==> config.mk <==
export PLATFORM = sky130hd
export DESIGN_NAME = cache_mem_arbiter
export DESIGN_NICKNAME = d
export VERILOG_FILES = /design/src/rtl/cache_mem_arbiter.sv
export SDC_FILE = /design/constraint.sdc
export NUM_CORES = 2
export LEC_CHECK = 0
export BUFFER_PORTS_ARGS = -buffer_cell sky130_fd_sc_hd__buf_4
export CAP_MARGIN = 20
export CORE_AREA = 2 2 538 540
export CTS_BUF_LIST = sky130_fd_sc_hd__clkbuf_2
export DETAILED_ROUTE_END_ITERATION = 16
export DIE_AREA = 0 0 540 542
export GPL_TIMING_DRIVEN = 1
export SLEW_MARGIN = 0
export SYNTH_ARGS = -nofsm -noshare
export SYNTH_HDL_FRONTEND = slang
export SYNTH_SLANG_ARGS = --single-unit
==> constraint.sdc <==
create_clock -name clk -period 3.2 [get_ports clk]
set_input_delay 0.64 -clock clk [delete_from_list [all_inputs] [get_ports clk]]
set_output_delay 0.64 -clock clk [all_outputs]
set_load 0.1 [all_outputs]
==> src/rtl/cache_mem_arbiter.sv <==
// Arbitrates the shared line-transfer port between icache and dcache misses.
// Define CACHE_ARB_RR_EN for round-robin tie-breaking; otherwise dcache always wins.
module cache_mem_arbiter (
  input  logic        clk,
  input  logic        rst,
  input  logic        ic_rd_req,
  input  logic [31:0] ic_addr,
  output logic        ic_gnt,
  output logic [31:0] ic_rd_data [0:7],
  input  logic        dc_rd_req,
  input  logic        dc_wr_req,
  input  logic [31:0] dc_addr,
  input  logic [31:0] dc_wr_data [0:7],
  output logic        dc_gnt,
  output logic [31:0] dc_rd_data [0:7],
  output logic        mem_req,
  output logic        mem_we,
  output logic [31:0] mem_addr,
  output logic [31:0] mem_wdata [0:7],
  input  logic [31:0] mem_rdata [0:7],
  input  logic        mem_done
);

  typedef enum logic [1:0] {IDLE = 2'd0, BUSY = 2'd1, RESP = 2'd2} state_t;

  state_t      state_q, state_d;
  logic        owner_q, owner_d;  // 1 = dcache
  logic        mem_req_q, mem_req_d;
  logic        mem_we_q, mem_we_d;
  logic [31:0] mem_addr_q, mem_addr_d;
  logic [31:0] mem_wdata_q [0:7];
  logic [31:0] mem_wdata_d [0:7];
  logic        ic_gnt_q, ic_gnt_d;
  logic        dc_gnt_q, dc_gnt_d;
  logic [31:0] ic_rd_data_q [0:7];
  logic [31:0] ic_rd_data_d [0:7];
  logic [31:0] dc_rd_data_q [0:7];
  logic [31:0] dc_rd_data_d [0:7];

  logic dc_any_s, req_any_s, pick_dc_s, dc_write_s;
  logic unused_addr_bits_s;

  assign dc_any_s   = dc_rd_req | dc_wr_req;
  assign req_any_s  = dc_any_s | ic_rd_req;
  assign dc_write_s = pick_dc_s & dc_wr_req;
  assign unused_addr_bits_s = ^{ic_addr[4:0], dc_addr[4:0]};

`ifdef CACHE_ARB_RR_EN
  logic last_q, last_d;  // last owner, 1 = dcache
  assign pick_dc_s = dc_any_s & (~ic_rd_req | ~last_q);
`else
  assign pick_dc_s = dc_any_s;
`endif

  // State register
  always_ff @(posedge clk) begin
    if (rst) begin
      state_q <= IDLE;
    end else begin
      state_q <= state_d;
    end
  end

  // Next-state logic
  always_comb begin
    state_d = state_q;
    case (state_q)
      IDLE:    if (req_any_s) state_d = BUSY; else state_d = IDLE;
      BUSY:    if (mem_done)  state_d = RESP; else state_d = BUSY;
      RESP:    state_d = IDLE;
      default: state_d = IDLE;
    endcase
  end

  // Next values of the registered outputs and latched transfer
  always_comb begin
    owner_d      = owner_q;
    mem_req_d    = mem_req_q;
    mem_we_d     = mem_we_q;
    mem_addr_d   = mem_addr_q;
    mem_wdata_d  = mem_wdata_q;
    ic_gnt_d     = 1'b0;
    dc_gnt_d     = 1'b0;
    ic_rd_data_d = ic_rd_data_q;
    dc_rd_data_d = dc_rd_data_q;
`ifdef CACHE_ARB_RR_EN
    last_d       = last_q;
`endif
    case (state_q)
      IDLE: begin
        if (req_any_s) begin
          owner_d   = pick_dc_s;
          mem_req_d = 1'b1;
          mem_we_d  = dc_write_s;
`ifdef CACHE_ARB_RR_EN
          last_d    = pick_dc_s;
`endif
          if (pick_dc_s) begin
            mem_addr_d = {dc_addr[31:5], 5'd0};
          end else begin
            mem_addr_d = {ic_addr[31:5], 5'd0};
          end
          if (dc_write_s) begin
            mem_wdata_d = dc_wr_data;
          end else begin
            mem_wdata_d = '{default: 32'd0};
          end
        end else begin
          mem_req_d = 1'b0;
        end
      end
      BUSY: begin
        if (mem_done) begin
          mem_req_d = 1'b0;
          mem_we_d  = 1'b0;
          if (owner_q) begin
            dc_gnt_d = 1'b1;
          end else begin
            ic_gnt_d = 1'b1;
          end
          // Read data is only valid in the done cycle; writes leave both buffers alone
          if (!mem_we_q && owner_q) begin
            dc_rd_data_d = mem_rdata;
          end else if (!mem_we_q) begin
            ic_rd_data_d = mem_rdata;
          end else begin
            dc_rd_data_d = dc_rd_data_q;
          end
        end else begin
          mem_req_d = 1'b1;
        end
      end
      RESP:    mem_req_d = 1'b0;
      default: mem_req_d = 1'b0;
    endcase
  end

  // Output and datapath registers
  always_ff @(posedge clk) begin
    if (rst) begin
      owner_q      <= 1'b0;
      mem_req_q    <= 1'b0;
      mem_we_q     <= 1'b0;
      mem_addr_q   <= 32'd0;
      mem_wdata_q  <= '{default: 32'd0};
      ic_gnt_q     <= 1'b0;
      dc_gnt_q     <= 1'b0;
      ic_rd_data_q <= '{default: 32'd0};
      dc_rd_data_q <= '{default: 32'd0};
`ifdef CACHE_ARB_RR_EN
      last_q       <= 1'b0;
`endif
    end else begin
      owner_q      <= owner_d;
      mem_req_q    <= mem_req_d;
      mem_we_q     <= mem_we_d;
      mem_addr_q   <= mem_addr_d;
      mem_wdata_q  <= mem_wdata_d;
      ic_gnt_q     <= ic_gnt_d;
      dc_gnt_q     <= dc_gnt_d;
      ic_rd_data_q <= ic_rd_data_d;
      dc_rd_data_q <= dc_rd_data_d;
`ifdef CACHE_ARB_RR_EN
      last_q       <= last_d;
`endif
    end
  end

  assign mem_req    = mem_req_q;
  assign mem_we     = mem_we_q;
  assign mem_addr   = mem_addr_q;
  assign mem_wdata  = mem_wdata_q;
  assign ic_gnt     = ic_gnt_q;
  assign dc_gnt     = dc_gnt_q;
  assign ic_rd_data = ic_rd_data_q;
  assign dc_rd_data = dc_rd_data_q;

endmodule

==> results_dict.tcl <==
set metrics [dict create \
    cts_buffers 226 \
    worst_ep_arrival_time_ns 4.63 \
    worstSkewPairLatency_ns 1.72 \
    netlist.top_cell.by_area "sky130_fd_sc_hd__dfxtp_1" \
    clockRootBuffer "sky130_fd_sc_hd__clkbuf_2" \
    i_o_buffers 1370 \
    min-delay-start "ic_addr[13]" \
    grt_max_degree 144 \
    fmaxAchievable_ghz 0.319 \
    r2r-end "mem_wdata[45]" \
    worstMarginPinSlew_ns 0.807 \
    drcViolationCount 0 \
    final_util_pct 23.3 \
    antenna_left 0 \
    final_hold_viol_count 0 \
    worst_hold_path_type "in2reg" \
    detailedPlacementHpwl_um 170000 \
    reg2regPathDepth 7 \
    crit_chain "nor2_4, buf_12, buf_4, nand3_1, dlygate4sd3_1, a21oi_1, dlygate4sd3_1" \
    synthesis.instances 3257 \
    start_util_pct 10.5 \
    clk_path_buf_depth 4 \
    synthesis.area_um2 30100 \
    vdd_drop_max_v 0.000403 \
    seq_area_um2 16400 \
    cts.htree.levels 4 \
    clock_sink_count 801 \
    unrepaired_setup_endpoints_after_global_routing "yes" \
    timing.critical_path.mode_cell "sky130_fd_sc_hd__dlygate4sd3_1" \
    finalSetupViolCount 0 \
    regToRegStartpoint "state_q[1]" \
    routabilityCongestion 0.899 \
    fraction_of_final_layout_cells_with_drive_strength_greater_than_1_pct 34.0 \
    worst_setup_path_end_kind "flip-flop" \
    slew_limit_headroom_pct 46.2 \
    groute.usage.overall_pct 14.9 \
    timing.critical_path.fanout_max 57 \
    via_count 37937 \
    drt_wl_total_um 228000 \
    synthesis.area_per_instance_um2 9.24 \
    cp_slowest_stage_delay_ns 0.61 \
    final.setup_skew_ns 0.270 \
    status "finished clean" \
    final.fill_count 30484 \
    detail_route.vias_per_cell 3.75 \
    clk_pin_slew_ns 0.11 \
    ff2ff_setup_slack_ns 0.06 \
    die_width_um 540 \
    timing.critical_path.max_delay_family "buffers and inverters" \
    max_cap_violations 0 \
    dr.pass1.iters 7 \
    wire_length_of_the_first_global_routing_pass_um 309000 \
    total_of_warnings_raised_by_yosys 0 \
    report.final.slew_viol_count 0 \
    global_route.overflow_total 0 \
    synth-main-ff-cell "sky130_fd_sc_hd__dfxtp_1" \
    final_period_demand_of_the_worst_path_ns 3.14 \
    power_mw 28.5 \
    power-per-cell-area_nw_per_um2 426 \
    tritoncts "yes" \
    proportion_of_register_bits_with_asynchronous_set_or_reset_after_synthesis_pct 0 \
    ys_top_cells_by_area "sky130_fd_sc_hd__dfxtp_1 53%, sky130_fd_sc_hd__mux2i_1 18%, sky130_fd_sc_hd__nand2_1 9.6%, sky130_fd_sc_hd__a21oi_1 4.7%, sky130_fd_sc_hd__o21ai_0 4.3%" \
    cp_data_required_time_ns 4.69 \
    routed_wirelength_normalized_by_instance_count_um 22.5 \
    synthDominantCellAreaShare_pct 53.3 \
    worst_setup_path_start_kind "flip-flop" \
    die_y_um 542 \
    dieArea_um2 293000 \
    layout.cells.most_common "sky130_fd_sc_hd__dlygate4sd3_1" \
    worstSetupPathType "reg2reg" \
    synth_edf_count 0 \
    count_of_state_elements_after_synthesis 801 \
    min_period_over_period_pct 98.0 \
    min_path_cells 5 \
    layout.nets 6689 \
    worst_path_max_delay_cell "sky130_fd_sc_hd__dlygate4sd3_1" \
    ios 1386 \
    finalHoldWorstSlack_ns 0.439 \
    timing.critical_path.depth 7 \
    flow.area_growth_from_synthesis_pct 122 \
    drt_iter0_markers 2714 \
    crit_buf_inv 4 \
    multiInputGateArea_um2 12700 \
    layout_common_cells "1429 x sky130_fd_sc_hd__dlygate4sd3_1, 891 x sky130_fd_sc_hd__buf_4, 768 x sky130_fd_sc_hd__nand2_1, 539 x sky130_fd_sc_hd__mux2i_1, 530 x sky130_fd_sc_hd__dfxtp_1" \
    ys_seq_area_share_pct 53.3 \
    hold-path-endpoint "mem_addr[13]" \
    placementRows 197 \
    placeableCoreArea_um2 287000 \
    synth_cell_type_count 28 \
    vias_in_the_first_global_route 38890 \
    total_leakage_power_nw 28.5 \
    antenna_found_initial 177 \
]
==> registers in the layout, indices dropped and copies added, names as in the netlist <==
name        flops
mem_we          1
ic_gnt          1
mem_wdata     256
owner_q         1
dc_gnt          1
mem_addr       27
state_q         2
ic_rd_data    256
dc_rd_data    256
==> synthesized netlist by cell type (2+ instances only) <==
| cell type | count |
|---|---|
| sky130_fd_sc_hd__o21ai_0 | 258 |
| sky130_fd_sc_hd__buf_6 | 27 |
| sky130_fd_sc_hd__buf_4 | 5 |
| sky130_fd_sc_hd__dfxtp_1 | 801 |
| sky130_fd_sc_hd__nand2_1 | 768 |
| sky130_fd_sc_hd__clkbuf_1 | 193 |
| sky130_fd_sc_hd__mux2i_1 | 539 |
| sky130_fd_sc_hd__nor2_1 | 5 |
| sky130_fd_sc_hd__a21oi_1 | 284 |
| sky130_fd_sc_hd__a211oi_1 | 27 |
| sky130_fd_sc_hd__nand3_1 | 256 |
| sky130_fd_sc_hd__buf_2 | 65 |
| sky130_fd_sc_hd__nor3_2 | 2 |
| sky130_fd_sc_hd__buf_1 | 13 |
==> report_power, final <==
group          internal, mW  switching, mW
logic                  3.54           6.02
clock network          2.91           5.07
registers              10.5          0.429
total                  16.9           11.5
==> worst max-delay path by stage <==
stage,from,to,slack (ns)
2_1_floorplan,state_q[0],dc_rd_data[214],0.83
3_3_place_gp,mem_done,dc_rd_data[57],0.57
3_5_place_dp,mem_done,dc_rd_data[57],0.54
4_1_cts,mem_addr[13],mem_addr[13],-0.19
5_1_grt,mem_addr[13],mem_addr[13],-0.1
6_report,state_q[1],mem_wdata[45],0.06
==> routing by layer <==
| metal | track usage, % | part of all wire, % | up-vias |
|---|---|---|---|
| met4 | 9.68 | 7.3 | 100 |
| met3 | 6.83 | 12 | 688 |
| li1 | - | - | 16981 |
| met1 | 16.7 | 38 | 17947 |
| met5 | 0 | 0.29 | - |
| met2 | 22.7 | 43 | 2221 |
==> tightest hold or removal path: stages <==
cell	delay [ns]
sky130_fd_sc_hd__buf_4	0.12
sky130_fd_sc_hd__mux2i_1	0.14
sky130_fd_sc_hd__dlygate4sd3_1	0.60
sky130_fd_sc_hd__a211oi_1	0.07
sky130_fd_sc_hd__dlygate4sd3_1	0.55
==> stage by stage <==
| step | instances | setup slack [ns] | cell area, µm² | setup TNS (ns) |
|---|---|---|---|---|
| 5_1_grt | 10090 | -0.0964 | 66700 | -1.85 |
| 3_3_place_gp | 8218 | 0.566 | 44900 | 0 |
| 3_5_place_dp | 8218 | 0.539 | 44900 | 0 |
| 4_1_cts | 10045 | -0.188 | 66500 | -8.39 |
| 6_report | 10130 | 0.0642 | 66800 | 0 |
| 2_1_floorplan | 3261 | 0.830 | 30100 | 0 |
==> kinds of logic after synthesis <==
| kind of cell | count (synthesis) | share of synthesized area [%] |
|---|---|---|
| simple gates | 1039 | 14.2 |
| flops | 801 | 53.3 |
| compound gates | 572 | 9.81 |
| other cells | 1 | 0.0125 |
| buf+inv | 305 | 4.81 |
| mux | 539 | 17.9 |
==> repair_timing <==
action	4_1_cts	5_1_grt
buffers inserted	10	2
gates resized for setup	1490	1
hold endpoints to repair	801	0
setup endpoints to repair	572	118
hold buffers	1431	0
==> layout make-up <==
cell class | count | area share, %
diodes | 84 | 0.315
clock buffers | 335 | 2.51
clock inverters | 51 | 0.439
inverters | 2 | 0.0225
multi-input cells | 2155 | 19.0
flip-flops and latches | 801 | 24.6
well taps | 3781 | 7.09
repair buffers | 2921 | 46.1
Power figures use the tool's default switching activity.
